==> src/rtl/sat_counter.sv <==
// Saturating up-counter with a dominant synchronous clear.
module sat_counter #(
   parameter int unsigned W = 16
) (
   input  logic         clock,
   input  logic         reset,
   input  logic         inc,
   input  logic         clr,
   output logic [W-1:0] count
);

   always_ff @(posedge clock or posedge reset) begin
      if (reset) begin
         count <= '0;
      end else if (clr) begin
         count <= '0;
      end else if (inc && (count != '1)) begin
         count <= count + W'(1);
      end
   end

endmodule

==> config.mk <==
export PLATFORM = sky130hd
export DESIGN_NAME = sat_counter
export DESIGN_NICKNAME = d
export VERILOG_FILES = /design/src/rtl/sat_counter.sv
export SDC_FILE = /design/constraint.sdc
export NUM_CORES = 1
export LEC_CHECK = 0
export CAP_MARGIN = 20
export CORE_MARGIN = 1.5
export CORE_UTILIZATION = 40
export CTS_BUF_LIST = sky130_fd_sc_hd__clkbuf_16
export DETAILED_ROUTE_END_ITERATION = 8
export HOLD_SLACK_MARGIN = 0.03
export PLACE_DENSITY = 0.65
export SYNTH_ARGS = -nofsm -noshare
export SYNTH_HDL_FRONTEND = slang
export SYNTH_SLANG_ARGS = --single-unit
==> constraint.sdc <==
create_clock -name clock -period 2.1 [get_ports clock]
set_input_delay 0.315 -clock clock [delete_from_list [all_inputs] [get_ports clock]]
set_output_delay 0.315 -clock clock [all_outputs]
set_load 0.05 [all_outputs]
==> impl_metrics.py <==
metrics = {
    "yosys": {
        "post-synth-top-count-cell": "dfrtp_1",
        "ys.flop_type": "dfrtp_1",
        "synth_top_area_share": 0.430,
        "synth-seq-area-share": 0.430,
        "syn_inst": 101,
        "avgSynthCellArea_um2": 9.23,
        "synth_top_area_cell": "dfrtp_1",
        "synth_area_um2": 932,
        "yosys_warnings": 0,
        "synth_area_leaders": "dfrtp_1, a21oi_1, or4_1",
        "ys_seq_elements": 16,
        "synth_edf_count": 0,
        "synthTopCellsByCount": "dfrtp_1, a21oi_1, nand3_1",
        "synth_nets": 106,
        "synthDistinctLibCells": 29,
        "ys_async_sr_fraction": 1.00,
    },
    "power": {
        "comb_power_share": 0.077,
        "switching_power_uw": 156,
        "power_uw": 743,
        "pwr-share-clk": 0.493,
        "power.internal_uw": 587,
        "swShare": 0.210,
        "seqPwrFrac": 0.429,
        "vdd_drop_max_v": 0.000384,
        "power.leakage_uw": 0.000450,
        "p_per_area_nw_per_um2": 597,
    },
    "finish": {
        "antenna-diode-count": 0,
        "regMostFlops": "count",
        "syn2layout_area_growth_pct": 33.4,
        "num-nets-final": 130,
        "drive_gt1_frac": 0.121,
        "largest_register_ffs": 16,
        "fillers": 213,
        "top_regs": "count x16",
    },
    "job": {
        "cap_violations": 0,
    },
    "drt": {
        "ant_nets": 0,
        "drc": 0,
        "wl_mm": 2.23,
        "drt_first_pass_iters": 4,
        "first_iter_violations": 37,
        "avgRoutedWirePerCell_um": 14.7,
        "viasPerCell": 5.82,
        "routed-via-count": 885,
    },
    "floorplan": {
        "die_y_um": 51.3,
        "initial_core_util": 0.421,
        "die_width_um": 51.3,
        "dieArea_um2": 2630,
        "fp-row-count": 17,
        "ios": 20,
        "fp.coreArea_um2": 2210,
    },
    "global_route": {
        "grt_use_met2": 0.297,
        "grt_pass1_wl_mm": 3.82,
        "top_usage_layer": "met2",
        "grtUsageMet1": 0.269,
        "grt_max_degree": 17,
        "grt_usage": 0.194,
        "grt_pass1_vias": 813,
        "gr-total-overflow": 0,
        "grtUsageMet3": 0.0439,
        "antenna_found_initial": 0,
    },
    "sta": {
        "worst_clock_skew_ps": 2.12,
        "hold_slack_ps": 453,
        "final-hold-violation-count": 0,
        "period_share": 0.903,
        "slew_headroom": 0.577,
        "maxSlewViolCount": 0,
        "tightest_slew_ps": 634,
        "rsz0062_at_grt": "false",
        "period_minus_slack_ps": 1900,
        "max_freq_mhz": 527,
        "setup_tns_ps": 0,
        "setup_viol": 0,
    },
    "placed_design": {
        "place.gp.congestion": 0.773,
        "hpwl_mm": 1.53,
        "io_buffers": 19,
    },
    "clock_tree": {
        "cts_setup_buffers": 0,
        "clockBufferDepth": 2,
        "cts_sinks": 16,
        "cts_tree": "done",
        "cts_hold_buf": 0,
        "clock_latency_ps": 240,
        "clk_pin_slew_worst_paths_ps": 50,
        "cts_made_buffers": 3,
        "cts-root-buf": "clkbuf_16",
        "post_cts_resize_count": 0,
        "htree_levels": 1,
    },
    "critical_path": {
        "startpoint": "count[2]$_DFFE_PP0P_",
        "critPathCapture": "count[13]$_DFFE_PP0P_",
        "crit_required_ps": 2270,
        "cp-start-kind": "flip-flop",
        "rrSetupSlack_ps": 200,
        "cp-end-kind": "flip-flop",
        "cp.arrival_ps": 2060,
        "rr_worst_depth": 4,
        "rr_endpoint": "count[13]$_DFFE_PP0P_",
        "critPathMaxFanout": 8,
        "worstSetupPathType": "reg2reg",
        "r2r-start": "count[2]$_DFFE_PP0P_",
    },
    "worst_hold_path": {
        "hold_path.class": "in2async",
    },
    "run_status": {
        "status": "completed",
    },
}
-- final cells by class --
class / instances / area [µm²] / share of cell area
tap: 28 / 35.0 / 0.0282
sequential: 16 / 403 / 0.324
clock inverter: 1 / 3.75 / 0.00302
clock buffer: 3 / 75.1 / 0.0604
multi-input combinational: 78 / 495 / 0.398
timing repair buffer: 23 / 220 / 0.177
inverter: 3 / 11.3 / 0.00905
-- cell usage in the layout, fill, tap and decap left out --
| cell | instances |
|---|---|
| and4_1 | 1 |
| nand4_4 | 1 |
| nand2b_1 | 2 |
| nand4_1 | 4 |
| o41ai_1 | 2 |
| clkbuf_16 | 3 |
| nor2b_1 | 3 |
| dfrtp_2 | 2 |
| nand2_1 | 6 |
| o31ai_1 | 5 |
| or4_1 | 6 |
| ha_1 | 1 |
| mux2i_1 | 1 |
| mux2_2 | 2 |
| buf_4 | 4 |
| o21ai_0 | 5 |
| or4_2 | 1 |
| or3_1 | 6 |
| nor4_1 | 3 |
| nor3_1 | 4 |
| inv_1 | 4 |
| clkdlybuf4s50_1 | 19 |
| a31oi_1 | 1 |
| a21oi_1 | 12 |
| or3_2 | 1 |
| or4_4 | 1 |
| nor2_1 | 3 |
| dfrtp_1 | 14 |
| nand3_1 | 7 |
-- logic make-up (layout without fill, tap and decap cells) --
family	Yosys count	in the layout	synth area share
buf+inv	7	30	0.0389
mux	3	3	0.0349
compound gates	25	25	0.157
simple gates	49	49	0.326
fa+ha+maj	1	1	0.0134
flops	16	16	0.430
-- critical path: stages (launching register included) --
cell	delay, ps
dfrtp_1	440
nand4_1	240
or4_4	570
or4_1	410
a21oi_1	160
-- power groups by stage --
stage	Combinational, µW	Sequential [µW]	Clock [µW]
after CTS	58.1	319	374
final	57.4	319	367
after floorplan	24.4	336	0
after global routing	62.0	319	386
after detailed placement	58.0	324	0
after global placement	57.2	324	0
-- how the worst min path moves through the flow --
| stage | slack [ps] | end | startpoint | depth (start not counted) |
|---|---|---|---|---|
| after floorplan | 230 | count[10]$_DFFE_PP0P_ | reset | 1 |
| after global placement | 550 | count[14]$_DFFE_PP0P_ | count[14]$_DFFE_PP0P_ | 2 |
| after detailed placement | 570 | count[14]$_DFFE_PP0P_ | count[14]$_DFFE_PP0P_ | 2 |
| after CTS | 480 | count[6]$_DFFE_PP0P_ | reset | 2 |
| after global routing | 510 | count[7]$_DFFE_PP0P_ | reset | 2 |
| final | 450 | count[0]$_DFFE_PP0P_ | reset | 2 |
-- layer usage --
metal | vias to the layer above | part of all wire
li1 | 445 | -
met1 | 414 | 0.49
met2 | 21 | 0.46
met3 | 5 | 0.032
met4 | 0 | 0.012
met5 | - | 0
-- through the flow --
step	cell area [µm²]	instances	utilization	setup WS, ps
2_1_floorplan	935	101	-	14.3
4_1_cts	1240	152	0.562	207
6_report	1240	152	0.562	203
5_1_grt	1240	152	0.562	125
3_5_place_dp	1160	148	0.527	91.6
3_3_place_gp	1160	148	0.527	118
(Power assumes the default switching activity.)
